File: src/rtl/play_audio_pkg.sv
// Shared types and default constants for the play_audio tone generator.
package play_audio_pkg;

    typedef enum logic {
        POS = 1'b0,
        NEG = 1'b1
    } phase_t;

    localparam int DEF_DATA_W            = 24;
    localparam int DEF_WINDOW            = 12500000;
    localparam int DEF_HALF_PERIOD       = 454545;
    localparam int DEF_AMPLITUDE         = 4000000;
    localparam int DEF_GHOST_HALF_PERIOD = 113636;

endpackage

File: src/rtl/play_audio_tone_osc.sv
// Free-running square-wave oscillator: each phase lasts HALF_PERIOD cycles and
// the output sample is +AMPLITUDE in POS and -AMPLITUDE in NEG.
module tone_osc
    import play_audio_pkg::*;
#(
    parameter int DATA_W      = DEF_DATA_W,
    parameter int HALF_PERIOD = DEF_HALF_PERIOD,
    parameter int AMPLITUDE   = DEF_AMPLITUDE
) (
    input  logic                     clk,
    input  logic                     reset,
    output logic signed [DATA_W-1:0] sample_o
);

    localparam int HP_W = (HALF_PERIOD > 1) ? $clog2(HALF_PERIOD) : 1;
    localparam logic [HP_W-1:0]          HP_LAST = HP_W'(HALF_PERIOD - 1);
    localparam logic signed [DATA_W-1:0] AMP_POS = DATA_W'(AMPLITUDE);
    localparam logic signed [DATA_W-1:0] AMP_NEG = -AMP_POS;

    logic [HP_W-1:0] hp_q;
    logic [HP_W-1:0] hp_d;
    phase_t          phase_q;
    phase_t          phase_d;

    // Next half-period count and phase.
    always_comb begin
        hp_d    = hp_q;
        phase_d = phase_q;
        if (hp_q == HP_LAST) begin
            hp_d    = '0;
            phase_d = (phase_q == POS) ? NEG : POS;
        end else begin
            hp_d    = hp_q + HP_W'(1);
            phase_d = phase_q;
        end
    end

    // Oscillator state register.
    always_ff @(posedge clk) begin
        if (reset) begin
            hp_q    <= '0;
            phase_q <= POS;
        end else begin
            hp_q    <= hp_d;
            phase_q <= phase_d;
        end
    end

    assign sample_o = (phase_q == POS) ? AMP_POS : AMP_NEG;

endmodule

File: src/rtl/play_audio.sv
// Pac-Man chomp tone generator feeding the audio codec sample path.
// Optional build macro EATGHOST_TONE_EN adds a higher-priority eat-ghost tone.
module play_audio
    import play_audio_pkg::*;
#(
    parameter int DATA_W            = DEF_DATA_W,
    parameter int WINDOW            = DEF_WINDOW,
    parameter int HALF_PERIOD       = DEF_HALF_PERIOD,
    parameter int AMPLITUDE         = DEF_AMPLITUDE,
    parameter int GHOST_HALF_PERIOD = DEF_GHOST_HALF_PERIOD
) (
    input  logic                     CLOCK_50,
    input  logic                     reset,
    input  logic                     chomp,
    input  logic                     eatghost,
    input  logic                     write_ready,
    output logic                     write,
    output logic signed [DATA_W-1:0] writedata_left,
    output logic signed [DATA_W-1:0] writedata_right
);

    localparam int REM_W = $clog2(WINDOW + 1);
    localparam logic [REM_W-1:0] REM_FULL = REM_W'(WINDOW);

    logic [REM_W-1:0]         remain_q;
    logic [REM_W-1:0]         remain_d;
    logic                     active_s;
    logic signed [DATA_W-1:0] chomp_sample_s;
    logic signed [DATA_W-1:0] sample_s;

    // Chomp window: a trigger reloads the full window, otherwise count down to zero.
    always_comb begin
        remain_d = remain_q;
        if (chomp) begin
            remain_d = REM_FULL;
        end else if (remain_q != '0) begin
            remain_d = remain_q - REM_W'(1);
        end else begin
            remain_d = remain_q;
        end
    end

    // Chomp window register.
    always_ff @(posedge CLOCK_50) begin
        if (reset) begin
            remain_q <= '0;
        end else begin
            remain_q <= remain_d;
        end
    end

    assign active_s = (remain_q != '0);

    tone_osc #(
        .DATA_W      (DATA_W),
        .HALF_PERIOD (HALF_PERIOD),
        .AMPLITUDE   (AMPLITUDE)
    ) u_chomp_osc (
        .clk      (CLOCK_50),
        .reset    (reset),
        .sample_o (chomp_sample_s)
    );

`ifdef EATGHOST_TONE_EN
    logic [REM_W-1:0]         g_remain_q;
    logic [REM_W-1:0]         g_remain_d;
    logic                     g_active_s;
    logic signed [DATA_W-1:0] ghost_sample_s;

    // Eat-ghost window follows the same reload/count-down rules as the chomp window.
    always_comb begin
        g_remain_d = g_remain_q;
        if (eatghost) begin
            g_remain_d = REM_FULL;
        end else if (g_remain_q != '0) begin
            g_remain_d = g_remain_q - REM_W'(1);
        end else begin
            g_remain_d = g_remain_q;
        end
    end

    // Eat-ghost window register.
    always_ff @(posedge CLOCK_50) begin
        if (reset) begin
            g_remain_q <= '0;
        end else begin
            g_remain_q <= g_remain_d;
        end
    end

    assign g_active_s = (g_remain_q != '0);

    tone_osc #(
        .DATA_W      (DATA_W),
        .HALF_PERIOD (GHOST_HALF_PERIOD),
        .AMPLITUDE   (AMPLITUDE)
    ) u_ghost_osc (
        .clk      (CLOCK_50),
        .reset    (reset),
        .sample_o (ghost_sample_s)
    );

    // Ghost tone wins; otherwise chomp tone while its window is open.
    always_comb begin
        sample_s = '0;
        if (g_active_s) begin
            sample_s = ghost_sample_s;
        end else if (active_s) begin
            sample_s = chomp_sample_s;
        end else begin
            sample_s = '0;
        end
    end
`else
    logic unused_eatghost_s;
    assign unused_eatghost_s = eatghost;

    // Chomp tone while its window is open, silence otherwise.
    always_comb begin
        sample_s = '0;
        if (active_s) begin
            sample_s = chomp_sample_s;
        end else begin
            sample_s = '0;
        end
    end
`endif

    assign writedata_left  = sample_s;
    assign writedata_right = sample_s;
    assign write           = write_ready;

endmodule

File: config.mk
export PLATFORM = sky130hd
export DESIGN_NAME = play_audio
export DESIGN_NICKNAME = d
export VERILOG_FILES = /design/src/rtl/play_audio_pkg.sv /design/src/rtl/play_audio_tone_osc.sv /design/src/rtl/play_audio.sv
export SDC_FILE = /design/constraint.sdc
export NUM_CORES = 1
export LEC_CHECK = 0
export BUFFER_PORTS_ARGS = -buffer_cell sky130_fd_sc_hd__buf_2
export CORE_UTILIZATION = 40
export DETAILED_ROUTE_END_ITERATION = 10
export MAX_ROUTING_LAYER = met4
export PLACE_DENSITY_LB_ADDON = 0.12
export SLEW_MARGIN = 20
export SYNTH_ARGS = -nofsm -noshare
export SYNTH_HDL_FRONTEND = slang
export SYNTH_SLANG_ARGS = --single-unit
File: constraint.sdc
create_clock -name CLOCK_50 -period 3.3 [get_ports CLOCK_50]
set_input_delay 0.66 -clock CLOCK_50 [delete_from_list [all_inputs] [get_ports CLOCK_50]]
set_output_delay 0.66 -clock CLOCK_50 [all_outputs]
set_load 0.005 [all_outputs]
==> impl_metrics.env, run 1 <==
export IMPL_outcome="finished clean"
export IMPL_postCtsSetupRepairBufs=0
export IMPL_syn2layout_area_growth_pct=1.299
export IMPL_cts_hold_buf=0
export IMPL_crit_path_end_kind="output pin"
export IMPL_drtIter0Drc=66
export IMPL_cts_max_level=2
export IMPL_finClkSkew_ns=0.007700
export IMPL_hold_start="u_chomp_osc.hp_q[0]$_SDFF_PP0_"
export IMPL_synth_yosys_warnings=0
export IMPL_vias=1767
export IMPL_worstSetupPathType="flip-flop to output pin"
export IMPL_die_area_um2=6583
export IMPL_synth_edf_count=0
export IMPL_p_leak_uw=0.001020
export IMPL_slew_violations=0
export IMPL_synthArstFlopShare_pct=0
export IMPL_final_hold_viol_count=0
export IMPL_dp_cells=361
export IMPL_gp_congestion=0.7842
export IMPL_min_path_cells=1
export IMPL_port_buffers=34
export IMPL_final_util_pct=42.36
export IMPL_avgSynthCellArea_um2=8.667
export IMPL_tightest_slew_ns=0.7394
export IMPL_crit_fanout=18
export IMPL_ys_ff_latch=44
export IMPL_hold_path_class="flip-flop to flip-flop"
export IMPL_ioPinCount=54
export IMPL_maxCapViolations=0
export IMPL_drc=0
export IMPL_cts_tree="yes"
export IMPL_chipWidth_um=81.14
export IMPL_cts_inserted_buffers=5
export IMPL_syn_cell_area_um2=2505
export IMPL_vdd_ir_drop_max_v=0.0001869
export IMPL_worstHoldEndpoint="u_chomp_osc.hp_q[0]$_SDFF_PP0_"
export IMPL_die_height_um=81.14
export IMPL_start_util_pct=41.81
export IMPL_grt_max_degree=21
export IMPL_syn_inst=289
export IMPL_reg2regPathDepth=5
export IMPL_wirelength_um=4320
export IMPL_drt_pass1_iter_count=4
export IMPL_finalCriticalPeriod_ns=2.929
export IMPL_drtAntennaViolNets=0
export IMPL_clkLatencyLatePin_ns=0.29
export IMPL_instances_no_fill=369
export IMPL_grt_util_all_layers_pct=14.71
export IMPL_fin_ws_ns=0.3712
export IMPL_antennaDiodeCount=0
export IMPL_grt_pass1_wl_um=7286
export IMPL_grt_setup_unrepaired="false"
export IMPL_cts_root_buf="clkbuf_8"
export IMPL_overflow=0
export IMPL_vias_per_cell=4.789
export IMPL_clock_sinks=44
export IMPL_crit_arrival_ns=2.27
export IMPL_pre_cts_ws_ns=0.6363
export IMPL_seq_area_frac_synth_pct=35.16
export IMPL_r2r_start="u_chomp_osc.hp_q[5]$_SDFF_PP0_"
export IMPL_rows=28
export IMPL_clock_path_buffers=2
export IMPL_r2r_end="u_chomp_osc.hp_q[6]$_SDFF_PP0_"
export IMPL_wl_per_cell_um=11.71
export IMPL_grt_pass1_vias=1575
export IMPL_hpwl_um=3015
export IMPL_setup_viol=0
export IMPL_fin_crit_sh_pct=88.75
export IMPL_fin_nets=302
export IMPL_synth_main_ff_cell="dfxtp_1"
export IMPL_tns_ns=0
export IMPL_antenna_found_initial=0
export IMPL_coreArea_um2=5991
export IMPL_drive_gt1_share_pct=18.71
export IMPL_slew_headroom_pct=50.71
export IMPL_startpoint_type="flip-flop"
export IMPL_cp_required_ns=2.64
export IMPL_powerDensity_nw_per_um2=437.0
export IMPL_reg2reg_slack_ns=1.02
export IMPL_timing_fmax_ghz=0.3414
export IMPL_path_clk_slew_ns=0.08
export IMPL_ys_types=44
[placed cells by master, fill, tap and decap left out, types with 2 or more instances in the layout]
| master | Yosys | final |
|---|---|---|
| nand2b_1 | 2 | 2 |
| nand4_1 | 8 | 8 |
| o31ai_1 | 2 | 2 |
| nor3_1 | 5 | 5 |
| o211ai_1 | 4 | 4 |
| or4_1 | 2 | 2 |
| nand2_1 | 9 | 9 |
| nand4b_1 | 2 | 2 |
| and3_1 | 4 | 4 |
| and4_1 | 5 | 5 |
| nand3_1 | 11 | 11 |
| buf_2 | 3 | 34 |
| nor2_1 | 43 | 43 |
| dfxtp_1 | 44 | 44 |
| conb_1 | 1 | 16 |
| xor2_1 | 31 | 31 |
| xnor2_1 | 7 | 7 |
| nor4_4 | 2 | 2 |
| nor4_1 | 4 | 3 |
| or4_4 | 2 | 2 |
| buf_4 | 48 | 3 |
| inv_1 | 6 | 6 |
| o21ai_0 | 5 | 5 |
| a21oi_1 | 15 | 15 |
| ha_1 | 4 | 4 |
| clkinv_2 | 0 | 2 |
| nor4b_1 | 2 | 2 |
| clkbuf_8 | 0 | 6 |
[cell usage after synthesis, types with 3 or more instances]
library cell,instances,area (µm²)
buf_4,48,360.4
dfxtp_1,44,880.8
nor2_1,43,161.4
xor2_1,31,271.5
a21oi_1,15,75.07
nand3_1,11,55.05
nand2_1,9,33.78
nand4_1,8,50.05
xnor2_1,7,61.31
inv_1,6,22.52
and4_1,5,43.79
nor3_1,5,25.02
o21ai_0,5,25.02
and3_1,4,25.02
ha_1,4,50.05
nor4_1,4,25.02
o211ai_1,4,30.03
buf_2,3,15.01
[routing by layer]
layer	GRT usage [%]	up-vias	part of all wire (%)
met5	-	-	0
met4	3.750	0	0.88
met3	3.034	5	3.2
met2	22.94	32	44
met1	19.29	803	52
li1	-	927	-
[worst max-delay path: stages (launching register included)]
cell,delay [ns]
dfxtp_1,0.33
inv_1,0.11
ha_1,0.15
nor4b_1,0.41
nand4_1,0.20
nor2_1,0.20
inv_2,0.09
and2_1,0.30
buf_2,0.19
[state kept, by name, indices dropped and copies added, names as in the netlist]
signal	flops
remain_q	24
u_chomp_osc.phase_q	1
u_chomp_osc.hp_q	19
[cell type report]
cell class              instances  area, µm²
multi-input cells             198       1251
fillers                       625       3453
inverters                       7      26.28
flip-flops and latches         44      880.8
clock inverters                 2      10.01
well taps                      75      93.84
repair buffers                 37      192.7
clock buffers                   6      82.58
[worst max path at each step]
stage,endpoint,cells after the start,start
floorplan,writedata_left[10],9,remain_q[0]$_SDFFE_PP0P_
global placement,writedata_left[23],8,remain_q[0]$_SDFFE_PP0P_
detailed placement,writedata_right[13],8,remain_q[0]$_SDFFE_PP0P_
CTS,writedata_right[13],8,remain_q[0]$_SDFFE_PP0P_
global route,writedata_right[10],8,remain_q[0]$_SDFFE_PP0P_
finish,writedata_left[13],8,remain_q[0]$_SDFFE_PP0P_
[power by group]
group          switching (µW)  internal (µW)  leakage (µW)  total [µW]
logic                    99.3           72.2      0.000609         171
registers                35.0            557      0.000360         592
clock network             178            167     0.0000510         345
total                     313            796       0.00102        1110
[through the flow]
step           hold slack, ns  cell area (µm²)  power [µW]
2_1_floorplan          0.4375             2561       754.3
3_3_place_gp           0.4613             2439       773.4
3_5_place_dp           0.4686             2439       774.3
4_1_cts                0.4891             2531        1129
5_1_grt                0.5084             2537        1177
6_report               0.4808             2537        1109
[kinds of logic (layout without fill, tap and decap cells)]
kind of cell / count (synthesis) / in the layout / share of synthesized area, %
flops: 44 / 44 / 35.16
buf+inv: 62 / 52 / 17.38
fa+ha+maj: 4 / 4 / 1.998
xor+xnor: 38 / 38 / 13.29
compound gates: 30 / 30 / 7.143
other cells: 1 / 16 / 0.1497
simple gates: 110 / 110 / 24.87
[timing repair]
item                                    in CTS  in global routing
gates resized for setup                      0                  1
endpoints found under the setup margin       0                 18
hold endpoints to repair                     0                  0
No activity file was read; power rests on OpenSTA's default activity.
==> run 2: changes to the inputs <==
--- a/config.mk
+++ b/config.mk
@@ -5,11 +5,13 @@
 export SDC_FILE = /design/constraint.sdc
 export NUM_CORES = 1
 export LEC_CHECK = 0
+export ABC_AREA = 1
 export BUFFER_PORTS_ARGS = -buffer_cell sky130_fd_sc_hd__buf_2
 export CORE_UTILIZATION = 40
 export DETAILED_ROUTE_END_ITERATION = 10
 export MAX_ROUTING_LAYER = met4
 export PLACE_DENSITY_LB_ADDON = 0.12
+export RECOVER_POWER = 25
 export SLEW_MARGIN = 20
 export SYNTH_ARGS = -nofsm -noshare
 export SYNTH_HDL_FRONTEND = slang
==> run 2 against run 1 <==
Net effect:
- via count rose by 27%
- critical path type unchanged
- sequential share of layout area shrank 3.9 points
- critical endpoint is now writedata_left[17]
- largest cell class unchanged
- power rose by 10%
==> impl_metrics.env, run 2 <==
export IMPL_coreArea_um2=6794
export IMPL_cts_inserted_buffers=5
export IMPL_worstSetupPathType="flip-flop to output pin"
export IMPL_ioPinCount=54
export IMPL_seq_area_frac_synth_pct=31.30
export IMPL_cts_max_level=2
export IMPL_routed_top_layer="met4"
export IMPL_grt_util_all_layers_pct=16.55
export IMPL_min_path_cells=2
export IMPL_synth_mux_area_share_pct=0
export IMPL_final_hold_viol_count=0
export IMPL_setup_viol=0
export IMPL_tightest_slew_ns=0.7095
export IMPL_die_area_um2=7375
export IMPL_multiInputGateArea_um2=1413
export IMPL_maxCapViolations=0
export IMPL_antenna_found_initial=0
export IMPL_path_clk_slew_ns=0.08
export IMPL_ys_ff_latch=44
export IMPL_ctsResizeCount=0
export IMPL_drtAntennaViolNets=0
export IMPL_layout_commonest_cell="nand2_1"
export IMPL_crit_fanout=19
export IMPL_crit_path_end_kind="output pin"
export IMPL_ys_types=34
export IMPL_drc=0
export IMPL_syn2layout_area_growth_pct=1.689
export IMPL_port_buffers=34
export IMPL_fillCellCount=724
export IMPL_chipWidth_um=85.88
export IMPL_power_uw=1220
export IMPL_clkPwrFrac_pct=34.4
export IMPL_syn_inst=400
export IMPL_synth_top_family_by_area="simple AND/OR/NAND/NOR gates"
export IMPL_drive_gt1_share_pct=18.07
export IMPL_antennaDiodeCount=0
export IMPL_powerDensity_nw_per_um2=426.2
export IMPL_crit_arrival_ns=1.98
export IMPL_avgSynthCellArea_um2=7.035
export IMPL_clock_path_buffers=2
export IMPL_synth_adder_area_share_pct=1.779
export IMPL_largestRegisters="remain_q (24), u_chomp_osc.hp_q (19), u_chomp_osc.phase_q (1)"
export IMPL_grt_setup_unrepaired="false"
export IMPL_synthArstFlopShare_pct=0
export IMPL_regMostFlops="remain_q"
export IMPL_synth_yosys_warnings=0
export IMPL_tns_ns=0
export IMPL_synth_common_cells="67 x nand2_1, 62 x nor2_1, 48 x buf_4"
export IMPL_vdd_ir_drop_max_v=0.0001553
export IMPL_synth_edf_count=0
export IMPL_placed_area_um2=2773
export IMPL_grt_max_degree=20
export IMPL_timing_fmax_ghz=0.3793
export IMPL_seqPwrFrac_pct=47.8
export IMPL_drtIter0Drc=52
export IMPL_yosys_area_top_type_share_pct=31.30
export IMPL_rows=30
export IMPL_reg2reg_slack_ns=1.38
export IMPL_p_leak_uw=0.001348
export IMPL_ff_latch_area_um2=880.8
export IMPL_cts_hold_buf=0
export IMPL_reg2regPathDepth=9
export IMPL_clkLatencyLatePin_ns=0.30
export IMPL_die_height_um=85.88
export IMPL_gp_congestion=0.7995
export IMPL_p_sw_uw=366.3
export IMPL_intPower_uw=853.2
export IMPL_yosysTopAreaCell="dfxtp_1"
export IMPL_synth_xor_area_share_pct=5.291
export IMPL_swShare_pct=30.04
export IMPL_vias=2249
export IMPL_grt_pass1_wl_um=9301
export IMPL_fin_hold_ws_ns=0.4794
export IMPL_p_comb_share_pct=17.8
export IMPL_fin_crit_sh_pct=79.90
export IMPL_overflow=0
export IMPL_slew_violations=0
export IMPL_synth_simple_area_share_pct=36.91
export IMPL_synth_area_top_cells="dfxtp_1 31%, buf_4 13%, nand2_1 8.9%"
export IMPL_grt_pass1_vias=2057
export IMPL_wl_per_cell_um=11.15
export IMPL_routed_wl_met3_um=154
export IMPL_syn_cell_area_um2=2814
export IMPL_slew_headroom_pct=52.52
export IMPL_hold_path_class="flip-flop to flip-flop"
export IMPL_drt_pass1_iter_count=4
export IMPL_cts_root_buf="clkbuf_8"
export IMPL_outcome="finished clean"
export IMPL_clock_sinks=44
export IMPL_final_area_um2=2861
export IMPL_crit_chain="inv_1 > ha_1 > nand2_1 > nor2_1 > nand3_4 > nand2_1 > inv_1 > buf_2"
export IMPL_finalCriticalPeriod_ns=2.637
export IMPL_cp_required_ns=2.64
export IMPL_postCtsSetupRepairBufs=0
export IMPL_synth_main_ff_cell="dfxtp_1"
export IMPL_dr_wl_met2_um=2663
export IMPL_finClkSkew_ns=0.007947
export IMPL_cpMaxStageDelayCell="dfxtp_1"
export IMPL_hpwl_um=4062
export IMPL_vias_per_cell=4.498
export IMPL_startpoint_type="flip-flop"
export IMPL_layout_common_cells="67 x nand2_1, 65 x nor2_1, 44 x dfxtp_1"
export IMPL_fin_nets=412
export IMPL_start_util_pct=41.42
export IMPL_slowest_delay_ns=0.33
export IMPL_cts_tree="yes"
export IMPL_synth_compound_area_share_pct=4.891
export IMPL_wirelength_um=5577
export IMPL_wl_met1_um=2700
export IMPL_synth_most_common_cell="nand2_1"
export IMPL_largest_reg_flops=24
run 2: changes by cell type after synthesis, moves of 4 or more:
| cell | before | now |
|---|---|---|
| nand2_1 | 9 | 67 |
| inv_1 | 6 | 40 |
| xor2_1 | 31 | 9 |
| nand3_1 | 11 | 32 |
| nor2_1 | 43 | 62 |
| nor2_2 | 0 | 11 |
| nor2_4 | 0 | 8 |
| and4_1 | 5 | 0 |
| nand2_2 | 0 | 5 |
| nor4_1 | 4 | 0 |
| o211ai_1 | 4 | 0 |
| o21ai_0 | 5 | 1 |
| o21ai_1 | 0 | 4 |
run 2: area by class of cell:
class / count / share of cell area [%]
clock inverters: 3 / 1.487
flip-flops and latches: 44 / 30.78
inverters: 44 / 5.816
repair buffers: 34 / 5.947
multi-input cells: 274 / 49.37
well taps: 96 / 4.198
clock buffers: 5 / 2.405
run 2: path summary, 6_finish.rpt:
check | end | start
setup / recovery | writedata_left[17] | remain_q[0]$_SDFFE_PP0P_
hold / removal | remain_q[0]$_SDFFE_PP0P_ | remain_q[0]$_SDFFE_PP0P_
setup reg to reg | u_chomp_osc.hp_q[3]$_SDFF_PP0_ | u_chomp_osc.hp_q[0]$_SDFF_PP0_
hold reg to reg | remain_q[0]$_SDFFE_PP0P_ | remain_q[0]$_SDFFE_PP0P_
run 2: stage by stage:
step	util, %	std cells	setup slack [ns]
after floorplan	-	415	1.112
after global placement	40.81	492	1.071
after detailed placement	40.81	492	1.046
after CTS	42.45	500	0.7031
after global routing	42.12	500	0.4570
final	42.12	500	0.6632
run 2: cells by family after synthesis:
| group | after synthesis |
|---|---|
| AND/OR/NAND/NOR | 213 |
| buffers and inverters | 97 |
| flip-flops | 44 |
| AO/OA/AOI/OAI | 24 |
| XOR/XNOR | 17 |
| adder cells (fa/ha/maj) | 4 |
| other | 1 |
run 2: worst max-delay path: cells and delay by family, from the launching register on:
| family | cells | cell delay, ns |
|---|---|---|
| and+or+nand+nor | 4 | 0.63 |
| DFF | 1 | 0.33 |
| buffers and inverters | 3 | 0.48 |
| adders and majority gates | 1 | 0.23 |
run 2: power by group through the flow:
stage	logic (µW)	registers [µW]	clock network, µW
6_report	217	583	420
4_1_cts	221	583	438
5_1_grt	251	588	454
2_1_floorplan	196	589	0
3_5_place_dp	220	595	0
3_3_place_gp	217	595	0
run 2: per-layer routing:
| layer | global-route usage [%] | vias up |
|---|---|---|
| met5 | - | - |
| met4 | 5.455 | 0 |
| met3 | 3.465 | 5 |
| met2 | 27.06 | 26 |
| met1 | 20.32 | 1023 |
| li1 | - | 1195 |
